File: src/rtl/pe_feeder_pkg.sv
// Shared definitions for the PE feeder: datapath width and FSM state encoding.
package pe_feeder_pkg;

    localparam int DATA_W = 32;

    typedef enum logic [2:0] {
        ST_IDLE   = 3'd0,
        ST_LOAD   = 3'd1,
        ST_CALC   = 3'd2,
        ST_DRAIN  = 3'd3,
        ST_RESULT = 3'd4
    } state_t;

endpackage

File: src/rtl/pe_feeder_dly.sv
// Two-stage valid/data delay; data stages load only with their valid so the
// output data holds its last value while out_valid is low.
module pe_feeder_dly
    import pe_feeder_pkg::*;
#(
    parameter int W = DATA_W
) (
    input  logic         aclk,
    input  logic         aresetn,
    input  logic         in_valid,
    input  logic [W-1:0] in_data,
    output logic         out_valid,
    output logic [W-1:0] out_data
);

    logic         v1_r;
    logic [W-1:0] d1_r;
    logic         v2_r;
    logic [W-1:0] d2_r;

    // Pipeline registers: valid always shifts, data only moves when valid.
    always_ff @(posedge aclk or negedge aresetn) begin
        if (!aresetn) begin
            v1_r <= 1'b0;
            d1_r <= {W{1'b0}};
            v2_r <= 1'b0;
            d2_r <= {W{1'b0}};
        end else begin
            v1_r <= in_valid;
            v2_r <= v1_r;
            if (in_valid) begin
                d1_r <= in_data;
            end
            if (v1_r) begin
                d2_r <= d1_r;
            end
        end
    end

    assign out_valid = v2_r;
    assign out_data  = d2_r;

endmodule

File: src/rtl/pe_feeder.sv
// Streams an N-word B vector into the PE local RAM, then N A operands aligned
// with the PE's synchronous RAM read, and captures the PE's N-th result.
module pe_feeder
    import pe_feeder_pkg::*;
#(
    parameter int L_RAM_SIZE = 3
) (
    input  logic                  aclk,
    input  logic                  aresetn,
    input  logic                  start,
    input  logic [DATA_W-1:0]     s_data,
    input  logic                  s_valid,
    output logic                  s_ready,
    output logic [DATA_W-1:0]     pe_din,
    output logic [L_RAM_SIZE-1:0] pe_addr,
    output logic                  pe_we,
    output logic [DATA_W-1:0]     pe_ain,
    output logic                  pe_valid,
    input  logic                  pe_dvalid,
    input  logic [DATA_W-1:0]     pe_dout,
    output logic [DATA_W-1:0]     res_data,
    output logic                  res_valid,
    input  logic                  res_ready,
    output logic                  busy
);

    localparam logic [L_RAM_SIZE-1:0] IDX_LAST = {L_RAM_SIZE{1'b1}};
    localparam logic [L_RAM_SIZE-1:0] IDX_ONE  = L_RAM_SIZE'(1);
    localparam logic [L_RAM_SIZE-1:0] IDX_ZERO = {L_RAM_SIZE{1'b0}};

    state_t                  state_r;
    state_t                  next_s;
    logic                    s_ready_r;
    logic                    busy_r;
    logic                    res_valid_r;
    logic [DATA_W-1:0]       res_data_r;
    logic [L_RAM_SIZE-1:0]   idx_r;
    logic [L_RAM_SIZE-1:0]   dcnt_r;
    logic [DATA_W-1:0]       pe_din_r;
    logic [L_RAM_SIZE-1:0]   pe_addr_r;
    logic                    pe_we_r;

    logic                    xfer_s;
    logic                    load_wr_s;
    logic                    calc_rd_s;
    logic                    dv_count_s;
    logic                    dv_last_s;

    // Handshake qualification and next-state decode.
    always_comb begin
        next_s     = state_r;
        xfer_s     = s_valid && s_ready_r;
        load_wr_s  = 1'b0;
        calc_rd_s  = 1'b0;
        dv_count_s = 1'b0;
        dv_last_s  = 1'b0;
        case (state_r)
            ST_IDLE: begin
                if (start) begin
                    next_s = ST_LOAD;
                end else begin
                    next_s = ST_IDLE;
                end
            end
            ST_LOAD: begin
                load_wr_s = xfer_s;
                if (xfer_s && (idx_r == IDX_LAST)) begin
                    next_s = ST_CALC;
                end else begin
                    next_s = ST_LOAD;
                end
            end
            ST_CALC: begin
                calc_rd_s  = xfer_s;
                dv_count_s = pe_dvalid;
                if (xfer_s && (idx_r == IDX_LAST)) begin
                    next_s = ST_DRAIN;
                end else begin
                    next_s = ST_CALC;
                end
            end
            ST_DRAIN: begin
                dv_count_s = pe_dvalid;
                dv_last_s  = pe_dvalid && (dcnt_r == IDX_LAST);
                if (dv_last_s) begin
                    next_s = ST_RESULT;
                end else begin
                    next_s = ST_DRAIN;
                end
            end
            ST_RESULT: begin
                if (res_valid_r && res_ready) begin
                    next_s = ST_IDLE;
                end else begin
                    next_s = ST_RESULT;
                end
            end
            default: begin
                next_s = ST_IDLE;
            end
        endcase
    end

    // State register; ready/busy/res_valid are registered from the next state.
    always_ff @(posedge aclk or negedge aresetn) begin
        if (!aresetn) begin
            state_r     <= ST_IDLE;
            s_ready_r   <= 1'b0;
            busy_r      <= 1'b0;
            res_valid_r <= 1'b0;
        end else begin
            state_r     <= next_s;
            s_ready_r   <= (next_s == ST_LOAD) || (next_s == ST_CALC);
            busy_r      <= (next_s != ST_IDLE);
            res_valid_r <= (next_s == ST_RESULT);
        end
    end

    // Element index; wraps N-1 -> 0 at each phase change by plain overflow.
    always_ff @(posedge aclk or negedge aresetn) begin
        if (!aresetn) begin
            idx_r <= IDX_ZERO;
        end else if ((state_r == ST_IDLE) && start) begin
            idx_r <= IDX_ZERO;
        end else if (load_wr_s || calc_rd_s) begin
            idx_r <= idx_r + IDX_ONE;
        end
    end

    // PE result counter, live only from CALC entry until the N-th result.
    always_ff @(posedge aclk or negedge aresetn) begin
        if (!aresetn) begin
            dcnt_r <= IDX_ZERO;
        end else if ((state_r == ST_IDLE) && start) begin
            dcnt_r <= IDX_ZERO;
        end else if (dv_count_s) begin
            dcnt_r <= dcnt_r + IDX_ONE;
        end
    end

    // RAM write port during LOAD; address also reused for CALC reads.
    always_ff @(posedge aclk or negedge aresetn) begin
        if (!aresetn) begin
            pe_we_r   <= 1'b0;
            pe_din_r  <= {DATA_W{1'b0}};
            pe_addr_r <= IDX_ZERO;
        end else begin
            pe_we_r <= load_wr_s;
            if (load_wr_s) begin
                pe_din_r <= s_data;
            end
            if (load_wr_s || calc_rd_s) begin
                pe_addr_r <= idx_r;
            end
        end
    end

    // Result capture; holds until the next job produces its N-th result.
    always_ff @(posedge aclk or negedge aresetn) begin
        if (!aresetn) begin
            res_data_r <= {DATA_W{1'b0}};
        end else if (dv_last_s) begin
            res_data_r <= pe_dout;
        end
    end

    // A operand lags the address by one cycle to meet the RAM read data.
    pe_feeder_dly #(
        .W (DATA_W)
    ) u_dly (
        .aclk      (aclk),
        .aresetn   (aresetn),
        .in_valid  (calc_rd_s),
        .in_data   (s_data),
        .out_valid (pe_valid),
        .out_data  (pe_ain)
    );

    assign s_ready   = s_ready_r;
    assign busy      = busy_r;
    assign res_valid = res_valid_r;
    assign res_data  = res_data_r;
    assign pe_din    = pe_din_r;
    assign pe_addr   = pe_addr_r;
    assign pe_we     = pe_we_r;

endmodule
File: config.mk
export PLATFORM = sky130hd
export DESIGN_NAME = pe_feeder
export DESIGN_NICKNAME = d
export VERILOG_FILES = /design/src/rtl/pe_feeder_pkg.sv /design/src/rtl/pe_feeder_dly.sv /design/src/rtl/pe_feeder.sv
export SDC_FILE = /design/constraint.sdc
export NUM_CORES = 1
export LEC_CHECK = 0
export BUFFER_PORTS_ARGS = -buffer_cell sky130_fd_sc_hd__buf_2
export CAP_MARGIN = 10
export CORE_MARGIN = 2
export CORE_UTILIZATION = 40
export CTS_CLUSTER_DIAMETER = 30
export CTS_CLUSTER_SIZE = 40
export DETAILED_ROUTE_END_ITERATION = 10
export GPL_ROUTABILITY_DRIVEN = 0
export PLACE_DENSITY = 0.75
export SKIP_CTS_REPAIR_TIMING = 1
export SYNTH_ARGS = -nofsm -noshare
export SYNTH_HDL_FRONTEND = slang
export SYNTH_SLANG_ARGS = --single-unit
export TNS_END_PERCENT = 20
File: constraint.sdc
create_clock -name aclk -period 4.1 [get_ports aclk]
set_input_delay 0.41 -clock aclk [delete_from_list [all_inputs] [get_ports aclk]]
set_output_delay 0.41 -clock aclk [all_outputs]
set_load 0.01 [all_outputs]
# Word-level counts from Yosys, hierarchy flattened
# Index checks and enable logic that the tools add are counted.
dict set report op_classes {
  addsub 2
  multipliers 0
  div_mod_pow 0
  order_cmp 0
  eq_ne 9
  n_shift 0
  mux 14
  n_bitwise 0
  n_reduce_logical 12
}
# cell n
set ops {}
lappend ops {{$mux W3} 6}
lappend ops {{$pmux W3 S5} 1}
lappend ops {{$eq A3 B3 Y1 const B} 4}
lappend ops {{$eq A3 B2 Y1 const B} 3}
lappend ops {{$add A3 B1 Y3 const B} 2}
lappend ops {{$eq A3 B1 Y1 const B} 2}
lappend ops {{$mux W1} 6}
lappend ops {{$logic_and A1 B1 Y1} 5}
lappend ops {{$reduce_bool A2 Y1} 2}
lappend ops {{$logic_not A3 Y1} 1}
lappend ops {{$reduce_bool A3 Y1} 1}
lappend ops {{$logic_or A1 B1 Y1} 2}
lappend ops {{$mux W2} 1}
lappend ops {{$reduce_or A2 Y1} 1}
dict set report totals {
  regBits 146
  latchBits 0
  ram_bits 0
  romBits 0
  elab_cells 51
  n_memories 0
}

# Longest topological paths before layout
# Gate-level depths: netlist of the first run.
dict set report depth {
  word_depth 6
  ltp_mapped 6
  depth_no_buf 6
}

# Modules after synthesis
# From an unflattened synthesis of the first run, not the netlist that was laid out.
dict set report unflattened {
  cells_unflattened 337
  area_unflattened_um2 5889.4
}
# mod instances cells_per_inst area_per_inst_um2
set modules_own_cells {}
lappend modules_own_cells {pe_feeder 1 199 3149.3}
lappend modules_own_cells {pe_feeder_dly 1 138 2740.1}

# Least setup slack after synthesis of the first run
# OpenSTA, ideal clock, no wires.
dict set report synth_timing {
  kind {reg-to-reg}
  from {register idx_r[0]}
  to {register s_ready_r (netlist: s_ready)}
  setup_time_ps 79
  arrival_ps 1538
  required_ps 4021
  setup_slack_ps 2483
  stages_incl_launch_ff 7
  path_cell_list {dfrtp_1 ha_1 ha_1 nand3_1 mux2_2 a31oi_4 xor2_1}
}
dict set report synth_via {
  elab_chain_len 6
}
# item line_no
set synth_lines {}
lappend synth_lines {{start, declared} pe_feeder.sv:37} ;# logic [L_RAM_SIZE-1:0] idx_r;
lappend synth_lines {{start signal, assigned} pe_feeder.sv:126} ;# idx_r <= idx_r + IDX_ONE;
lappend synth_lines {{$eq A3 B3 Y1 *} {pe_feeder.sv:67, pe_feeder.sv:76}}
lappend synth_lines {{$logic_and A1 B1 Y1 *} {pe_feeder.sv:67, pe_feeder.sv:76}}
lappend synth_lines {{$mux W1 or $mux W2 (tied branches)} {pe_feeder.sv:76, pe_feeder.sv:67}}
lappend synth_lines {{$pmux W3 S5 *} pe_feeder.sv:57} ;# case (state_r)
lappend synth_lines {{net next_s[0]} pe_feeder.sv:32} ;# state_t next_s;
lappend synth_lines {{$eq A3 B1 Y1 or $eq A3 B2 Y1 (tied branches)} pe_feeder.sv:113} ;# s_ready_r <= (next_s == ST_LOAD) || (next_s == ST_CALC);
lappend synth_lines {{$logic_or A1 B1 Y1 *} pe_feeder.sv:113}
lappend synth_lines {{end signal, assigned} pe_feeder.sv:113}
lappend synth_lines {{end, declared} pe_feeder.sv:33} ;# logic s_ready_r;
# Mark *: on every way through the listed nets, which the timed path passes. The rest lies on a longest branch.
# A chain may end at the register's enable or synchronous reset.

# Worst setup path in the final report of the first run
dict set report layout_timing {
  from {register dcnt_r[0]}
  to {register res_data_r[25] (netlist: res_data[25])}
}
dict set report layout_via {
  elab_chain_len 3
}
# item line_no
set layout_lines {}
lappend layout_lines {{start, declared} pe_feeder.sv:38} ;# logic [L_RAM_SIZE-1:0] dcnt_r;
lappend layout_lines {{start signal, assigned} pe_feeder.sv:137} ;# dcnt_r <= dcnt_r + IDX_ONE;
lappend layout_lines {{$eq A3 B3 Y1} pe_feeder.sv:84} ;# dv_last_s = pe_dvalid && (dcnt_r == IDX_LAST);
lappend layout_lines {{$logic_and A1 B1 Y1} pe_feeder.sv:84}
lappend layout_lines {{$mux W1} pe_feeder.sv:57}
lappend layout_lines {{end signal, assigned} pe_feeder.sv:161} ;# res_data_r <= {DATA_W{1'b0}};
lappend layout_lines {{end signal, assigned} pe_feeder.sv:163} ;# res_data_r <= pe_dout;
lappend layout_lines {{end, declared} pe_feeder.sv:36} ;# logic [DATA_W-1:0] res_data_r;
# No other way between the ends.

==> impl_metrics.yaml, run 1 <==
clocking:
  cts_buffers: 17
  htreeDepth: 4
  clock_latency_ns: 0.41
  cts_tree: "built"
  cts-root-buf: "clkbuf_16"
  clkSinkCount: 146
  clk_pin_slew_ns: 0.06
  cts_buffer_depth: 2
yosys:
  yosysUniqueCellTypes: 28
  synthAdderAreaFrac: 0.00895
  synth_nets: 411
  synth_top_area_cell: "dfrtp_1"
  synth_mux_area_frac: 0.269
  yosys_warnings: 0
  yosys.area_share.simple: 0.0293
  synth_area_leaders: "dfrtp_1, mux2_2, buf_4, ha_1, buf_6"
  yosysTopAreaCellShare: 0.653
  synth_top_family_by_area: "multiplexers"
  ys_ff_latch: 146
  synth_compound_area_frac: 0.0154
  syn_inst: 337
  syn_avg_cell_area_um2: 16.6
  seq_area_frac_synth: 0.653
  synth_xor_area_frac: 0.00470
  netlist_area_um2: 5590
drt:
  wire_per_inst_um: 15.4
  finalWirelength_um: 11000
  vias: 3415
  dr_wl_met2_um: 5320
  dr.max_layer_used: "met4"
  wl_met3_um: 826
  drc: 0
  vias_per_cell: 4.80
  first_pass_iters: 4
  wl_met1_um: 4660
  ant_nets: 0
  drtIter0Drc: 163
placed_design:
  dp.cells: 680
  dp_hpwl_um: 7370
  io_buffers: 173
sta:
  period_needed_ns: 1.87
  clock.fmax_mhz: 535
  skew_ns: 0.00857
  setup_violations: 0
  fin_setup_tns_ns: 0
  rsz0062_at_grt: "no"
  finalMaxSlewViolations: 0
  slew_headroom: 0.298
  hold_viol: 0
  finalCritPeriodShare: 0.456
  tightest_slew_ns: 1.04
global_route:
  grt_max_degree: 119
  grt_overflow: 0
  grt_pass1_vias: 3534
  grt_pass1_wl_um: 17700
  antenna_found_initial: 0
  grt.total_usage: 0.154
worst_setup_path:
  critPathTopFamily: "multiplexers"
  cp_common_cell: "ha_1"
  end_kind: "flop"
  path_depth: 6
  cp.arrival_ns: 2.16
  worstPathCellList: "ha_1 > ha_1 > nand3_1 > nor2_2 > buf_4 > mux2_2"
  ff2ff_path_depth: 6
  worstPathMaxFanout: 32
  critPathLaunchType: "flop"
  slowest_stage: "mux2_2"
  critPathMaxStageDelay_ns: 0.39
  crit_buf_inv: 1
  crit_type: "reg2reg"
  required_ns: 4.39
die:
  std_cell_rows: 43
  ios: 174
  start_util: 0.406
  dieWidth_um: 122
  die_area_um2: 14900
  die_h_um: 122
  coreArea_um2: 13800
pwr:
  p_per_area_nw_per_um2: 694
  irDropWorstVdd_mv: 0.332
  p_leak_nw: 3.78
cells_and_area:
  diodes: 0
  layout-drive-gt1-share: 0.652
  layout.nets: 593
  area_growth_syn_to_layout_pct: 30.2
  fin_cells: 712
run_status:
  status: "completed"
min_path:
  hp-class: "in2async"
flow_run:
  maxCapViolCount: 0
routing by layer:
metal | GRT usage | vias up
met1 | 0.189 | 1731
li1 | - | 1555
met4 | 0.0596 | 0
met2 | 0.247 | 118
met3 | 0.0562 | 11
met5 | 0 | -
worst paths after layout:
| check | startpoint | endpoint | slack [ns] |
|---|---|---|---|
| hold / removal | aresetn | idx_r[2]$_DFFE_PN0P_ | 0.14 |
| setup / recovery | dcnt_r[0]$_DFFE_PN0P_ | res_data[25]$_DFFE_PN0N_ | 2.23 |
| max in group asynchronous | aresetn | u_dly.out_data[7]$_DFFE_PN0P_ | 2.95 |
| setup reg to reg | dcnt_r[0]$_DFFE_PN0P_ | res_data[25]$_DFFE_PN0N_ | 2.23 |
| min in group aclk | pe_dout[5] | res_data[5]$_DFFE_PN0N_ | 0.23 |
| hold reg to reg | res_data[5]$_DFFE_PN0N_ | res_data[5]$_DFFE_PN0N_ | 0.50 |
state kept, by name, summed over array words and instances (netlist names):
register and count:
pe_we 1, busy 1, u_dly.out_valid 1, res_data 32, pe_din 32, u_dly.d1_r 32, state_r 3, u_dly.out_data 32
pe_addr 3, s_ready 1, u_dly.v1_r 1, dcnt_r 3, res_valid 1, idx_r 3
synth_stat cells (all sizes together):
cell and number:
a31oi 1, clkbuf 1, nand3 5, nand2 8, buf 14, xnor2 1
xor2 2, mux2i 2, a211o 1, a211oi 2, o21ai 2, a22o 1
nor2 6, mux2 132, nand2b 3, ha 4, nor2b 1, dfrtp 146
nor4b 1, nor3 2, a21oi 2
kinds of logic (layout without fill, tap and decap cells):
family,count (synthesis),in the layout
multiplexers,134,134
adder cells (fa/ha/maj),4,4
AO/OA/AOI/OAI,9,9
flip-flops,146,146
XOR/XNOR,3,3
AND/OR/NAND/NOR,26,26
buffers and inverters,15,210
per-stage QoR:
| stage | worst slack [ns] | hold slack, ns | power, mW | util | cell area [µm²] |
|---|---|---|---|---|---|
| floorplan | 2.48 | 0.114 | 2.92 | - | 5590 |
| global placement | 2.26 | 0.464 | 3.30 | 0.481 | 6620 |
| detailed placement | 2.18 | 0.486 | 3.39 | 0.481 | 6620 |
| CTS | 2.22 | 0.198 | 5.12 | 0.529 | 7280 |
| global route | 2.11 | 0.211 | 5.35 | 0.529 | 7280 |
| finish | 2.23 | 0.136 | 5.06 | 0.529 | 7280 |
power by group:
part	internal (mW)	switching, mW	total (mW)
logic	0.661	0.558	1.22
registers	1.89	0.242	2.13
clock network	1.14	0.565	1.71
final cells by class:
class	instances	area (µm²)
clock buffer	23	488
clock inverter	9	175
fill	1180	6490
multi-input combinational	176	1830
sequential	146	3650
tap	180	225
timing repair buffer	178	910
layout by cell type (no fill, tap or decap), types with 2 or more instances in the layout:
cell	n
clkbuf_1	2
clkbuf_8	4
nand2b_4	2
mux2_2	131
clkinv_2	2
xor2_1	2
a21oi_1	2
bufinv_16	5
o21ai_0	2
nand2_1	8
dfrtp_1	146
buf_2	172
clkinvlp_4	2
nand3_1	5
buf_4	5
nor3_4	2
mux2i_1	2
ha_1	4
clkbuf_16	17
nor2_1	5
Power figures use the tool's default switching activity.
==> inputs of run 2 (changes only) <==
ABC_AREA = 1   (was not set)
PLACE_DENSITY = 0.77   (was 0.75)
clock period = 1.6 ns   (was 4.1 ns; I/O delays follow)
==> impl_metrics.yaml, run 2 <==
worst_setup_path:
  reg2reg_from: "dcnt_r[0]$_DFFE_PN0P_"
  cp.arrival_ns: 1.79
  cp_common_cell: "ha_1"
  slowest_stage: "dfrtp_1"
  crit_type: "reg2reg"
  end_kind: "flop"
  worstPathMaxFanout: 21
  critPathLaunchType: "flop"
  worstSetupStartpoint: "dcnt_r[0]$_DFFE_PN0P_"
  critPathMaxStageDelay_ns: 0.39
  worstPathCellList: "ha_1 > ha_1 > nand2_1 > inv_2 > nand3_4 > clkbuf_16 > o21ai_1"
  required_ns: 1.90
die:
  die_h_um: 125
  dieWidth_um: 125
  start_util: 0.406
  ios: 174
  coreArea_um2: 14400
  std_cell_rows: 44
  die_area_um2: 15600
sta:
  clock.fmax_mhz: 674
  fin_hold_ws_ns: -0.0202
  hold_viol: 2
  tightest_slew_ns: 0.428
  period_needed_ns: 1.48
  finalCritPeriodShare: 0.928
  finalMaxSlewViolations: 0
  setup_violations: 0
  rsz0062_at_grt: "yes"
  skew_ns: 0.00724
  fin_setup_tns_ns: 0
  slew_headroom: 0.715
yosys:
  syn_avg_cell_area_um2: 10.8
  synth_area_leaders: "dfrtp_1, nand2_1, mux2_2, o21ai_2, o21ai_1"
  synth_xor_area_frac: 0.00149
  seq_area_frac_synth: 0.623
  synth_compound_area_frac: 0.107
  synth_nets: 616
  synth_top_family_by_area: "simple AND/OR/NAND/NOR gates"
  yosys-top-cells-count: "dfrtp_1, nand2_1, inv_1, o21ai_1, o21ai_2"
  yosys.area_share.simple: 0.113
  synthAdderAreaFrac: 0.00854
  netlist_area_um2: 5860
  synth_top_flop_cell: "dfrtp_1"
  yosysUniqueCellTypes: 22
  synth_most_common_cell: "dfrtp_1"
  synth_top_area_cell: "dfrtp_1"
  synth_edf_count: 0
  ys_ff_latch: 146
  yosysTopAreaCellShare: 0.623
  synth_mux_area_frac: 0.0615
  yosys_warnings: 0
  async_reset_ff_frac: 1.00
  syn_inst: 542
clocking:
  clk_pin_slew_ns: 0.06
  cts_buffer_depth: 2
  htreeDepth: 4
  clkSinkCount: 146
  cts-root-buf: "clkbuf_16"
  clock_latency_ns: 0.42
  cts_buffers: 17
  cts_tree: "built"
placed_design:
  io_buffers: 173
  dp_hpwl_um: 8620
pwr:
  clock_power_share: 0.336
  p_switching_mw: 3.92
  irDropWorstVdd_mv: 0.673
  p_leak_nw: 4.42
  total_power_mw: 13.3
  p_per_area_nw_per_um2: 1680
  pwr-share-seq: 0.410
  switching_share: 0.293
  p_int_mw: 9.43
  combinationalPowerShare: 0.254
global_route:
  grt_pass1_vias: 3928
  grt_overflow: 0
  antenna_found_initial: 1
  grt_pass1_wl_um: 20000
  grt_max_degree: 44
  grt.total_usage: 0.160
cells_and_area:
  diodes: 0
  layout.nets: 827
  final_common_cell: "buf_2"
  fillers: 1244
  utilization: 0.550
  area_growth_syn_to_layout_pct: 35.3
  mostFrequentLayoutCells: "buf_2, dfrtp_1, nand2_1"
  layout-drive-gt1-share: 0.386
drt:
  drtIter0Drc: 137
  vias: 4369
  first_pass_iters: 5
  drc: 0
  vias_per_cell: 4.60
  dr.max_layer_used: "met4"
  wire_per_inst_um: 13.6
  wl_met1_um: 5670
  ant_nets: 0
  wl_met3_um: 872
  dr_wl_met2_um: 6100
  finalWirelength_um: 12900
min_path:
  min_from: "pe_dout[8]"
  hp-class: "in2reg"
flow_run:
  maxCapViolCount: 0
run_status:
  status: "complete, but fails checks"
  violations: "negative hold slack"
==> run 2: cell count changes after synthesis, moves of 10 or more <==
| cell | change |
|---|---|
| nand2_1 | +119 |
| mux2_2 | -101 |
| inv_1 | +70 |
| o21ai_1 | +55 |
| o21ai_2 | +35 |
| buf_6 | +14 |
| nand3_1 | +10 |
==> run 2: layer usage <==
| layer | vias to the layer above | GRT usage |
|---|---|---|
| li1 | 2148 | - |
| met1 | 2032 | 0.213 |
| met2 | 167 | 0.243 |
| met3 | 22 | 0.0573 |
| met4 | 0 | 0.0627 |
| met5 | - | 0 |
==> run 2: power by group through the flow <==
stage / Clock, mW / Combinational, mW / Sequential (mW)
2_1_floorplan: 0 / 1.72 / 5.81
3_3_place_gp: 0 / 3.30 / 5.47
3_5_place_dp: 0 / 3.39 / 5.54
4_1_cts: 4.59 / 3.40 / 5.48
5_1_grt: 4.78 / 3.78 / 5.63
6_report: 4.49 / 3.39 / 5.47
==> run 2: logic make-up (layout without fill, tap and decap cells) <==
family          Yosys count  count (layout)
fa+ha+maj                 4               4
mux                      32              32
simple gates            162             162
compound gates           99              99
flops                   146             146
xor+xnor                  1               1
buf+inv                  98             322
==> run 2: cell type report <==
type | count | area, µm² | area share
inverters | 73 | 274 | 0.0345
clock inverters | 10 | 203 | 0.0256
multi-input cells | 298 | 1720 | 0.216
well taps | 184 | 230 | 0.0290
repair buffers | 217 | 1380 | 0.174
flip-flops and latches | 146 | 3650 | 0.461
clock buffers | 22 | 474 | 0.0598
==> run 2: final timing paths <==
path / to / slack, ns / cells after the start
hold / removal: res_data[8]$_DFFE_PN0N_ / -0.02 / 3
min in group asynchronous: res_data[7]$_DFFE_PN0N_ / 0.24 / 2
setup reg to reg: res_data[29]$_DFFE_PN0N_ / 0.12 / 7
max in group asynchronous: pe_din[30]$_DFFE_PN0P_ / 0.81 / 3
hold reg to reg: pe_addr[1]$_DFFE_PN0P_ / 0.47 / 2
setup / recovery: res_data[29]$_DFFE_PN0N_ / 0.12 / 7
==> run 2: per-stage QoR <==
step,area (µm²),std cells,setup WS [ns]
3_3_place_gp,6940,889,0.138
3_5_place_dp,6940,889,0.0823
2_1_floorplan,5860,542,0.180
4_1_cts,7620,921,0.0737
5_1_grt,7930,950,-0.0165
6_report,7930,950,0.115
==> run 2: worst max-delay path: cells and delay by family, from the launching register on <==
| family | cells | cell delay, ns |
|---|---|---|
| buffers and inverters | 2 | 0.28 |
| AO/OA/AOI/OAI | 1 | 0.08 |
| flip-flops | 1 | 0.39 |
| AND/OR/NAND/NOR | 2 | 0.23 |
| adder cells (fa/ha/maj) | 2 | 0.38 |
==> inputs of run 3 (changes only) <==
CORE_ASPECT_RATIO = 0.8   (was not set)
==> impl_metrics.yaml, run 3 (same netlist as run 2, synthesis figures left out) <==
run_status:
  status: "complete, but fails checks"
  violations: "negative hold slack"
worst_setup_path:
  critPathMaxStageDelay_ns: 0.47
  worstSetupStartpoint: "state_r[2]$_DFF_PN0_"
  path_depth: 7
  crit_buf_inv: 2
  cp.arrival_ns: 1.82
  crit_type: "reg2reg"
  r2r_slack_ns: 0.11
  critPathLaunchType: "flop"
  worstPathCellList: "inv_2 > nand2_1 > nor2_2 > nand2_2 > buf_4 > nand2_1 > o21ai_1"
  required_ns: 1.93
  critPathTopFamily: "buffers and inverters"
  r2r-end: "u_dly.d1_r[13]$_DFFE_PN0P_"
  slowest_stage: "dfrtp_1"
  ff2ff_path_depth: 7
  end_kind: "flop"
  worstPathMaxFanout: 42
  reg2reg_from: "state_r[2]$_DFF_PN0_"
  endpoint: "u_dly.d1_r[13]$_DFFE_PN0P_"
  cp_common_cell: "nand2_1"
die:
  start_util: 0.410
  dieWidth_um: 139
  die_h_um: 112
  coreArea_um2: 14300
  ios: 174
  std_cell_rows: 39
  die_area_um2: 15600
flow_run:
  maxCapViolCount: 0
sta:
  clock.fmax_mhz: 672
  finalMaxSlewViolations: 0
  slew_headroom: 0.702
  fin_hold_ws_ns: -0.00228
  tightest_slew_ns: 0.446
  hold_viol: 4
  fin_ws_ns: 0.112
  fin_setup_tns_ns: 0
  setup_violations: 0
  rsz0062_at_grt: "no"
  period_needed_ns: 1.49
  finalCritPeriodShare: 0.930
  skew_ns: 0.00636
global_route:
  grt_max_degree: 66
  grt_overflow: 0
  grt.total_usage: 0.166
  antenna_found_initial: 0
  grt_pass1_wl_um: 20600
  grt_pass1_vias: 4156
placed_design:
  dp_slack_ns: 0.0811
  dp_hpwl_um: 8800
  dp.cells: 888
  io_buffers: 173
clocking:
  cts-root-buf: "clkbuf_16"
  htreeDepth: 4
  cts_buffer_depth: 2
  cts_buffers: 17
  cts_tree: "built"
  clock_latency_ns: 0.41
  clkSinkCount: 146
  clk_pin_slew_ns: 0.06
drt:
  ant_nets: 0
  wire_per_inst_um: 13.6
  drtIter0Drc: 255
  first_pass_iters: 4
  drc: 0
  vias_per_cell: 4.62
  finalWirelength_um: 12800
  vias: 4362
cells_and_area:
  layout-drive-gt1-share: 0.388
  fin_cells: 944
  final_common_cell: "buf_2"
  fillers: 1221
  diodes: 0
  layout.nets: 821
  area_growth_syn_to_layout_pct: 32.9
  mostFrequentLayoutCells: "buf_2, dfrtp_1, nand2_1"
pwr:
  p_leak_nw: 4.35
  p_per_area_nw_per_um2: 1670
  irDropWorstVdd_mv: 1.10
min_path:
  hp-class: "in2reg"
-- run 3: changes by cell type in the layout (fill, tap and decap cells not counted), sizes merged --
| cell | before | now |
|---|---|---|
| clkinvlp | 1 | 2 |
| inv | 73 | 75 |
| clkbuf | 23 | 20 |
| bufinv | 6 | 4 |
| dlygate4sd3 | 28 | 24 |
| buf | 188 | 187 |
| clkinv | 3 | 4 |
-- run 3: worst min-delay path by stage --
stage | from | endpoint | cells after the start
4_1_cts | aresetn | u_dly.out_data[10]$_DFFE_PN0P_ | 1
3_5_place_dp | aresetn | u_dly.out_data[10]$_DFFE_PN0P_ | 1
2_1_floorplan | aresetn | busy$_DFF_PN0_ | 0
3_3_place_gp | aresetn | u_dly.out_data[10]$_DFFE_PN0P_ | 1
5_1_grt | pe_dout[22] | res_data[22]$_DFFE_PN0N_ | 3
6_report | s_data[3] | u_dly.d1_r[3]$_DFFE_PN0P_ | 3
-- run 3: area by class of cell --
class	count	area [µm²]	area share
clock buffer	20	447	0.0573
clock inverter	12	180	0.0231
tap	184	230	0.0295
multi-input combinational	298	1720	0.220
sequential	146	3650	0.469
timing repair buffer	211	1290	0.166
inverter	73	274	0.0352
-- run 3: worst reg2reg max path: stages (launching register included) --
cell and delay [ns]:
dfrtp_1 0.47, inv_2 0.11, nand2_1 0.09, nor2_2 0.05, nand2_2 0.08, buf_4 0.38, nand2_1 0.13, o21ai_1 0.10
-- run 3: power breakdown --
group / leakage [nW] / switching [mW] / internal, mW
registers: 1.94 / 0.634 / 4.85
logic: 2.11 / 1.87 / 1.50
clock network: 0.301 / 1.51 / 2.66
-- run 3: metrics by stage --
step / utilization / total power [mW] / cell area [µm²] / hold slack (ns)
finish: 0.545 / 13.0 / 7790 / -0.00228
global placement: 0.484 / 8.74 / 6920 / 0.129
detailed placement: 0.484 / 8.88 / 6920 / 0.125
global route: 0.545 / 13.8 / 7790 / 0.000181
floorplan: - / 7.53 / 5860 / -0.136
CTS: 0.528 / 13.1 / 7550 / -0.328
-- run 3: layer usage --
metal | global-route usage | part of all wire
met1 | 0.217 | 0.46
met2 | 0.258 | 0.46
met3 | 0.0614 | 0.069
met4 | 0.0525 | 0.011
met5 | 0 | 0
